==> config.mk <==
export PLATFORM = sky130hd
export DESIGN_NAME = constraint_sampler_flat
export DESIGN_NICKNAME = d
export VERILOG_FILES = /design/src/rtl/sampler_pkg.sv /design/src/rtl/constraint_sampler_if.sv /design/src/rtl/lfsr32_galois.sv /design/src/rtl/constraint_sampler.sv /design/src/flat_wrapper.sv
export SDC_FILE = /design/constraint.sdc
export NUM_CORES = 1
export LEC_CHECK = 0
export ABC_AREA = 1
export CAP_MARGIN = 30
export CORE_MARGIN = 3
export CORE_UTILIZATION = 52
export DETAILED_ROUTE_END_ITERATION = 7
export DONT_BUFFER_PORTS = 1
export GPL_TIMING_DRIVEN = 0
export HOLD_SLACK_MARGIN = 0.1
export PLACE_DENSITY = 0.7
export SYNTH_ARGS = -nofsm -noshare
export SYNTH_HDL_FRONTEND = slang
export SYNTH_SLANG_ARGS = --single-unit
==> constraint.sdc <==
create_clock -name clk -period 2.7 [get_ports clk]
set_clock_uncertainty 0.1 [all_clocks]
set_input_delay 0.135 -clock clk [delete_from_list [all_inputs] [get_ports clk]]
set_output_delay 0.135 -clock clk [all_outputs]
set_load 0.005 [all_outputs]
==> src/rtl/sampler_pkg.sv <==
// Shared types and constants for the rejection samplers: FSM states, LFSR
// polynomial and the try-counter width.
package sampler_pkg;

    typedef enum logic [1:0] {
        IDLE  = 2'd0,
        GEN   = 2'd1,
        CHECK = 2'd2,
        HOLD  = 2'd3
    } state_t;

    localparam logic [31:0] LFSR_POLY = 32'h8020_0003;
    localparam int          TRY_W     = 16;

    // One right-shift Galois step; feedback taps are XORed in when bit 0 falls out.
    function automatic logic [31:0] lfsr_step(input logic [31:0] s);
        return {1'b0, s[31:1]} ^ (s[0] ? LFSR_POLY : 32'h0);
    endfunction

endpackage

==> src/rtl/constraint_sampler_if.sv <==
// Request / checker / sample-stream bundle between a constraint sampler and its
// surroundings (requester, combinational checker, solution collector).
interface constraint_sampler_if #(
    parameter int W_A = 13,
    parameter int W_B = 8
);
    logic           req_valid;
    logic           req_ready;
    logic [W_A-1:0] cand_a;
    logic [W_B-1:0] cand_b;
    logic           chk_x;
    logic           smp_valid;
    logic           smp_ready;
    logic [W_A-1:0] smp_a;
    logic [W_B-1:0] smp_b;
    logic [15:0]    smp_tries;
    logic           fail;
    logic           busy;

    modport master (
        input  req_valid, chk_x, smp_ready,
        output req_ready, cand_a, cand_b, smp_valid, smp_a, smp_b, smp_tries, fail, busy
    );

    modport slave (
        output req_valid, chk_x, smp_ready,
        input  req_ready, cand_a, cand_b, smp_valid, smp_a, smp_b, smp_tries, fail, busy
    );
endinterface

==> src/rtl/lfsr32_galois.sv <==
// 32-bit right-shifting Galois LFSR with enable; reset loads the supplied seed.
module lfsr32_galois
    import sampler_pkg::*;
(
    input  logic        clk,
    input  logic        rst,
    input  logic        en,
    input  logic [31:0] seed,
    output logic [31:0] q
);

    logic [31:0] q_reg;
    logic [31:0] q_next;

    // Bit gi takes its upper neighbour, XORed with the outgoing bit where the polynomial has a tap.
    genvar gi;
    generate
        for (gi = 0; gi < 32; gi++) begin : g_tap
            if (gi == 31) begin : g_top
                assign q_next[gi] = LFSR_POLY[gi] & q_reg[0];
            end else begin : g_mid
                assign q_next[gi] = q_reg[gi+1] ^ (LFSR_POLY[gi] & q_reg[0]);
            end
        end
    endgenerate

    always_ff @(posedge clk or posedge rst) begin
        if (rst) begin
            q_reg <= seed;
        end else if (en) begin
            q_reg <= q_next;
        end
    end

    assign q = q_reg;

endmodule

==> src/rtl/constraint_sampler.sv <==
// Rejection sampler: draws LFSR candidates, retries until the external checker
// accepts or the try budget runs out, and streams accepted samples downstream.
module constraint_sampler
    import sampler_pkg::*;
#(
    parameter int          W_A       = 13,
    parameter int          W_B       = 8,
    parameter int          MAX_TRIES = 1024,
    parameter logic [31:0] SEED      = 32'hACE1_2468
)(
    input logic                  clk,
    input logic                  rst,
    constraint_sampler_if.master bus
);

    localparam int               CAND_W   = W_A + W_B;
    localparam logic [31:0]      SEED_EFF = (SEED == 32'h0) ? 32'h1 : SEED;
    localparam logic [TRY_W-1:0] MAX_T    = TRY_W'(MAX_TRIES);

    state_t             state_reg, state_next;
    logic [W_A-1:0]     cand_a_reg, cand_a_next;
    logic [W_B-1:0]     cand_b_reg, cand_b_next;
    logic [W_A-1:0]     smp_a_reg, smp_a_next;
    logic [W_B-1:0]     smp_b_reg, smp_b_next;
    logic [TRY_W-1:0]   tries_reg, tries_next;
    logic [TRY_W-1:0]   smp_tries_reg, smp_tries_next;
    logic               fail_reg, fail_next;

    logic [31:0]        lfsr_q;
    logic [CAND_W-1:0]  cand_bits;
    logic               lfsr_en;
    logic               req_ready_c, smp_valid_c, busy_c;

    assign lfsr_en = (state_reg == GEN);

    lfsr32_galois u_lfsr (
        .clk  (clk),
        .rst  (rst),
        .en   (lfsr_en),
        .seed (SEED_EFF),
        .q    (lfsr_q)
    );

    // Candidate is sliced from the value the LFSR takes on this GEN edge.
    assign cand_bits = CAND_W'(lfsr_step(lfsr_q));

    always_ff @(posedge clk or posedge rst) begin
        if (rst) begin
            state_reg     <= IDLE;
            cand_a_reg    <= '0;
            cand_b_reg    <= '0;
            smp_a_reg     <= '0;
            smp_b_reg     <= '0;
            tries_reg     <= '0;
            smp_tries_reg <= '0;
            fail_reg      <= 1'b0;
        end else begin
            state_reg     <= state_next;
            cand_a_reg    <= cand_a_next;
            cand_b_reg    <= cand_b_next;
            smp_a_reg     <= smp_a_next;
            smp_b_reg     <= smp_b_next;
            tries_reg     <= tries_next;
            smp_tries_reg <= smp_tries_next;
            fail_reg      <= fail_next;
        end
    end

    always_comb begin
        state_next     = state_reg;
        cand_a_next    = cand_a_reg;
        cand_b_next    = cand_b_reg;
        smp_a_next     = smp_a_reg;
        smp_b_next     = smp_b_reg;
        tries_next     = tries_reg;
        smp_tries_next = smp_tries_reg;
        fail_next      = 1'b0;
        req_ready_c    = 1'b0;
        smp_valid_c    = 1'b0;
        busy_c         = 1'b1;

        case (state_reg)
            IDLE: begin
                req_ready_c = 1'b1;
                busy_c      = 1'b0;
                if (bus.req_valid) begin
                    tries_next = '0;
                    state_next = GEN;
                end
            end
            GEN: begin
                cand_a_next = cand_bits[W_A-1:0];
                cand_b_next = cand_bits[CAND_W-1:W_A];
                // Saturate so a huge budget never wraps back to zero.
                if (tries_reg != {TRY_W{1'b1}}) begin
                    tries_next = tries_reg + 1'b1;
                end
                state_next = CHECK;
            end
            CHECK: begin
                if (bus.chk_x) begin
                    smp_a_next     = cand_a_reg;
                    smp_b_next     = cand_b_reg;
                    smp_tries_next = tries_reg;
                    state_next     = HOLD;
                end else if (tries_reg == MAX_T) begin
                    fail_next  = 1'b1;
                    state_next = IDLE;
                end else begin
                    state_next = GEN;
                end
            end
            HOLD: begin
                smp_valid_c = 1'b1;
                if (bus.smp_ready) begin
                    state_next = IDLE;
                end
            end
            default: begin
                state_next = IDLE;
            end
        endcase
    end

    assign bus.req_ready = req_ready_c;
    assign bus.smp_valid = smp_valid_c;
    assign bus.busy      = busy_c;
    assign bus.cand_a    = cand_a_reg;
    assign bus.cand_b    = cand_b_reg;
    assign bus.smp_a     = smp_a_reg;
    assign bus.smp_b     = smp_b_reg;
    assign bus.smp_tries = smp_tries_reg;
    assign bus.fail      = fail_reg;

endmodule

==> src/flat_wrapper.sv <==
// flat-port wrapper written by rule: the top's interface ports become plain ports
module constraint_sampler_flat import sampler_pkg::*;
#(
    parameter int          W_A       = 13,
    parameter int          W_B       = 8,
    parameter int          MAX_TRIES = 1024,
    parameter logic [31:0] SEED      = 32'hACE1_2468
)
  (clk, rst, bus_req_valid, bus_chk_x, bus_smp_ready, bus_req_ready, bus_cand_a, bus_cand_b, bus_smp_valid, bus_smp_a, bus_smp_b, bus_smp_tries, bus_fail, bus_busy);
  constraint_sampler_if #(.W_A(W_A), .W_B(W_B)) bus_i ();
  input logic clk;
  input logic rst;
  input wire logic [$bits(bus_i.req_valid)-1:0] bus_req_valid;
  input wire logic [$bits(bus_i.chk_x)-1:0] bus_chk_x;
  input wire logic [$bits(bus_i.smp_ready)-1:0] bus_smp_ready;
  output wire logic [$bits(bus_i.req_ready)-1:0] bus_req_ready;
  output wire logic [$bits(bus_i.cand_a)-1:0] bus_cand_a;
  output wire logic [$bits(bus_i.cand_b)-1:0] bus_cand_b;
  output wire logic [$bits(bus_i.smp_valid)-1:0] bus_smp_valid;
  output wire logic [$bits(bus_i.smp_a)-1:0] bus_smp_a;
  output wire logic [$bits(bus_i.smp_b)-1:0] bus_smp_b;
  output wire logic [$bits(bus_i.smp_tries)-1:0] bus_smp_tries;
  output wire logic [$bits(bus_i.fail)-1:0] bus_fail;
  output wire logic [$bits(bus_i.busy)-1:0] bus_busy;
  assign bus_i.req_valid = bus_req_valid;
  assign bus_i.chk_x = bus_chk_x;
  assign bus_i.smp_ready = bus_smp_ready;
  assign bus_req_ready = bus_i.req_ready;
  assign bus_cand_a = bus_i.cand_a;
  assign bus_cand_b = bus_i.cand_b;
  assign bus_smp_valid = bus_i.smp_valid;
  assign bus_smp_a = bus_i.smp_a;
  assign bus_smp_b = bus_i.smp_b;
  assign bus_smp_tries = bus_i.smp_tries;
  assign bus_fail = bus_i.fail;
  assign bus_busy = bus_i.busy;
  constraint_sampler #(.W_A(W_A), .W_B(W_B), .MAX_TRIES(MAX_TRIES), .SEED(SEED)) u_core (.clk(clk), .rst(rst), .bus(bus_i));
endmodule
Yosys cells after proc, flatten, opt, wreduce, memory -nomap -nowiden
Cells that the tools add are included.
Widths: inputs -> output; s select.
{"block": "op_classes", "reduce_logical": 5, "addsub": 1, "n_eq_ne": 8, "muxes": 15, "n_bitwise": 4}
{"op": "$mux 16", "n": 2}
{"op": "$pmux 16 s2", "n": 1}
{"op": "$xor 21x21->21", "n": 1}
{"op": "$add 16x1->16 const B", "n": 1}
{"op": "$eq 16x11->1 const B", "n": 1}
{"op": "$ne 16x16->1 const B", "n": 1}
{"op": "$mux 2", "n": 4}
{"op": "$pmux 2 s4", "n": 1}
{"op": "$mux 1", "n": 7}
{"op": "$ne 2x2->1 const B", "n": 3}
{"op": "$eq 2x2->1 const B", "n": 2}
{"op": "$reduce_and 2->1", "n": 2}
{"op": "$reduce_and 3->1", "n": 1}
{"op": "$xor 1x1->1", "n": 3}
{"op": "$eq 2x1->1 const B", "n": 1}
{"op": "$logic_not 2->1", "n": 1}
{"op": "$reduce_bool 2->1", "n": 1}
{"block": "totals", "in_bits": 5, "wordCells": 42, "register_bits": 109, "out_inout_bits": 62}

Longest topological paths before layout
{"block": "logic_depth", "ltp_word": 4, "mapped_depth": 9, "mapped_depth_nobuf": 9}

Worst setup path before layout
Ideal clock, no wire load.
{"block": "synth_path", "path_kind": "register to register", "from": "register u_core.tries_reg[0]", "to": "register u_core.tries_reg[0]", "n_path_buf": 1, "path_slack_ns": 1.195, "stages_incl_launch_ff": 9, "period_less_slack_ns": 1.505, "arrival_time_ns": 1.341, "required_time_ns": 2.535, "setup_ns": 0.065, "path_cell_list": "dfrtp_1 -> ha_1 -> nand3_1 -> inv_2 -> nand3_4 -> o21bai_4 -> buf_6 -> nand2_1 -> nand2_1"}
{"block": "synth_between", "elab_chain_cells": 3, "elab_cells_between_ends": 6, "classes_between": "add/sub (1); eq/ne (2); mux (2); reduce/logical (1)"}
{"element": "from (decl)", "line": "constraint_sampler.sv:25", "rtl": "logic [TRY_W-1:0] tries_reg, tries_next;"}
{"element": "from (signal assigned)", "line": "constraint_sampler.sv:63", "rtl": "tries_reg <= tries_next;"}
{"element": "$add 16x1->16 or $ne 16x16->1 (tied branches)", "line": "constraint_sampler.sv:96, constraint_sampler.sv:95"}
{"element": "$mux 16 or $ne 2x2->1 (tied branches)"}
{"element": "$pmux 16 s2 or $reduce_and 3->1 (tied branches)"}
Several ways; a longest one is shown, not always the timed one. The select of a mux whose other input is x is not followed.
A chain may end at the register's enable or synchronous reset.

Worst setup path in the final report
{"block": "layout_path", "from": "register u_core.tries_reg[0]", "to": "register u_core.state_reg[0]"}
{"block": "layout_between", "elab_chain_cells": 4}
{"element": "$eq 16x11->1", "line": "constraint_sampler.sv:106", "rtl": "end else if (tries_reg == MAX_T) begin"}
{"element": "$mux 1", "line": "constraint_sampler.sv:106"}
{"element": "$mux 2", "line": "constraint_sampler.sv:101", "rtl": "if (bus.chk_x) begin"}
{"element": "$pmux 2 s4", "line": "constraint_sampler.sv:82", "rtl": "case (state_reg)"}
{"element": "to (signal assigned)", "line": "constraint_sampler.sv:58", "rtl": "state_reg <= state_next;"}
{"element": "to (decl)", "line": "constraint_sampler.sv:20", "rtl": "state_t state_reg, state_next;"}
No other way between the ends.

==> summary.md <==
| Metric | Value |
|---|---|
| Tmin final | 1.937 ns |
| Biggest area consumer among synthesized cells | dfrtp_1 |
| Post-route cell area | 4511 um^2 |
| Top cells by area, synth | dfrtp_1, nand2_1, dfstp_2 |
| FF-to-FF path depth | 8 |
| Worst path slowest cell | dlygate4sd3_1 |
| Rel. slew slack | 65.43% |
| Post-CTS setup buffers | 0 |
| Final Slew Violations | 0 |
| Crit end category | flop |
| Initial antenna violation count | 0 |
| Placed cell count | 562 |
| Die ar. | 8974 um^2 |
| Worst stage delay on the critical path | 0.55 ns |
| Clk slew on worst S/H paths | 0.10 ns |
| Worst Path Arrival | 2.09 ns |
| Final Hold Vio Count | 0 |
| Max FFs per register | 32 |
| Status | finished, final reports clean |
| Remaining antenna violation count after routing | 0 |
| FF-to-FF Start | u_core.tries_reg[0]$_DFFE_PP0P_ |
| Die height | 94.73 um |
| Fin worst setup slack | 0.7632 ns |
| Port Buffers | 0 |
| Final wirelength | 8.563 mm |
| Mapped Area | 4094 um^2 |
| Routability cong. | 0.9034 |
| Vias per inst | 5.190 |
| Max VDD drop | 0.0004468 V |
| Crit path to | u_core.state_reg[0]$_DFFE_PP0P_ |
| TritonCTS clock tree | built |
| CTS root buffer | clkbuf_8 |
| Final setup fails | 0 |
| Main synth FF type | dfrtp_1 |
| Largest net degree at the start of global routing | 64 |
| Critical path class | flop to flop |
| Via count | 3,026 |
| Yosys warning count | 0 |
| H-tree levels | 3 |
| Crit path from | u_core.tries_reg[0]$_DFFE_PP0P_ |
| Initial core utilization | 54.97% |
| Leakage | 2.167 nW |
| Measured slew at the worst slew-check pin | 0.5166 ns |
| Cell row count | 31 |
| DP Worst Slack | 0.8737 ns |
| Hold Crit Class | primary input to async pin |
| Fmax | 516.3 MHz |
| Average wire per standard cell | 14.69 um |
| Seq/Total Area, Yosys | 57.85% |
| Post-detail-place hpwl | 6.119 mm |
| Placed Area | 4248 um^2 |
| DRT Pass-1 Iters | 4 |
| Worst-Skew Late Latency | 0.36 ns |
| Max-Cap Viols | 0 |
| Net count after synthesis | 469 |
| Power per cell area | 708.8 nW/um^2 |
| Synth cell count leaders | nand2_1, dfrtp_1, o21ai_0, inv_1, nor2_1 |
| DRC viols | 0 |
| Tcrit/Tclk final | 71.73% |
| Num CTS Buffers | 9 |
| Ports | 67 |
| Setup TNS | 0 ns |
| Clock sink total | 94 |
| Number of synthesized flops with an enable pin | 0 |
| Yosys top cell area share | 49.51% |
| Cell count after synthesis | 462 |
| Non-filler cells, final | 583 |
| Most frequent cell after synthesis | nand2_1 |
| Final nets | 486 |
| Reg2reg setup slack | 0.76 ns |
| Vias in the first global route | 2,947 |
| Core area | 7447 um^2 |
| P&R area growth vs syn | 10.18% |
| First-pass GRT wire length | 14.51 mm |
| Cell chain of the critical path | inv_1 -> ha_1 -> nand3_1 -> nor2_1 -> nand2_1 -> nand2_1 -> nand3_1 -> dlygate4sd3_1 |
| GRT overflow | 0 |
| Distinct cells, synth | 29 |
| RSZ-0062 raised after global routing | no |
| Ys async rst share | 100.0% |
| Req. time, crit path | 2.85 ns |
| Bufs on Longest Clock Path | 2 |
| CP startpoint kind | flop |
| Number of synthesized register bits | 94 |
| DR iter-0 viols | 291 |
| RR Endpoint | u_core.state_reg[0]$_DFFE_PP0P_ |
| # diodes | 0 |
| Layout cell share with drive strength beyond 1 | 14.05% |
| Syn_area_per_cell | 8.861 um^2 |
| Die Wd | 94.73 um |
| Worst-path fanout max | 6 |
| Global router's overall resource usage | 21.09% |
[metal layers]
metal	global-route usage [%]	vias up	routed length [um]
met3	5.339	13	582
li1	-	1473	-
met2	31.77	75	3889
met4	7.813	0	146
met1	29.59	1465	3944
met5	0	-	0
[cell usage in the layout (no fill, tap or decap)]
| cell | n |
|---|---|
| a21oi_1 | 1 |
| buf_16 | 1 |
| buf_2 | 4 |
| buf_4 | 15 |
| buf_6 | 1 |
| bufinv_16 | 1 |
| clkbuf_1 | 10 |
| clkbuf_8 | 10 |
| clkinv_4 | 1 |
| clkinvlp_4 | 1 |
| dfrtp_1 | 81 |
| dfstp_2 | 13 |
| dlygate4sd3_1 | 5 |
| ha_1 | 2 |
| inv_1 | 43 |
| inv_2 | 1 |
| inv_4 | 2 |
| inv_6 | 2 |
| inv_8 | 1 |
| mux2_2 | 7 |
| nand2_1 | 161 |
| nand2_2 | 1 |
| nand3_1 | 14 |
| nand3_4 | 1 |
| nand3b_1 | 1 |
| nand4_1 | 8 |
| nand4_2 | 1 |
| nor2_1 | 23 |
| nor2_2 | 1 |
| nor2_4 | 1 |
| nor3_1 | 1 |
| o211ai_1 | 1 |
| o21ai_0 | 60 |
| o21bai_4 | 1 |
| or2_2 | 2 |
| xnor2_1 | 2 |
| xor2_1 | 3 |
[power breakdown]
group	switching (mW)	internal, mW	leakage (nW)	total [mW]
Clock	0.508	0.468	0.105	0.976
Sequential	0.0708	1.47	1.26	1.54
Combinational	0.496	0.185	0.802	0.681
[layout make-up]
class                           instances  area (um^2)
Multi-Input combinational cell        292         1369
Buffer                                 30        181.4
Clock buffer                           10        137.6
Inverter                               46        177.7
Timing Repair Buffer                    6        77.57
Sequential cell                        94         2369
Fill cell                             671         2937
Tap cell                               99        123.9
Clock inverter                          6        75.07
[worst min-delay path by stage]
stage	start	end	slack, ns	cells after the start
after detailed placement	rst	u_core.tries_reg[9]$_DFFE_PP0P_	-0.06	1
after CTS	rst	u_core.bus.smp_b[6]$_DFFE_PP0P_	0.16	2
after global placement	bus_req_valid	u_core.state_reg[0]$_DFFE_PP0P_	0.17	2
after global routing	rst	u_core.bus.smp_b[6]$_DFFE_PP0P_	0.17	2
final	rst	u_core.bus.smp_b[6]$_DFFE_PP0P_	0.16	2
after floorplan	bus_req_valid	u_core.state_reg[0]$_DFFE_PP0P_	0.17	2
[logic make-up after synthesis]
group	count (synthesis)	synth area share, %
AND/OR/NAND/NOR	215	21.73
flip-flops	94	57.85
buffers and inverters	76	8.710
AO/OA/AOI/OAI	63	8.099
multiplexers	7	1.926
XOR/XNOR	5	1.070
adder cells (fa/ha/maj)	2	0.6111
[stage by stage]
| step | power [mW] | hold slack (ns) | util (%) |
|---|---|---|---|
| after detailed placement | 2.230 | -0.05783 | 57.04 |
| after global routing | 3.395 | 0.1728 | 60.57 |
| after CTS | 3.232 | 0.1584 | 60.57 |
| after floorplan | 2.012 | 0.1679 | - |
| final | 3.197 | 0.1560 | 60.57 |
| after global placement | 2.219 | 0.1715 | 56.64 |
[repair_timing]
item / 4_1_cts / 5_1_grt
hold endpoints to repair: 86 / 0
hold buffers: 5 / 0
gates resized for setup: 0 / 0
[critical path: cells and delay by family (launching register included)]
family	cells	cell delay (ns)
flip-flops	1	0.46
adder cells (fa/ha/maj)	1	0.17
buffers and inverters	2	0.67
AND/OR/NAND/NOR	5	0.43
No activity file was read; power rests on OpenSTA's default activity.
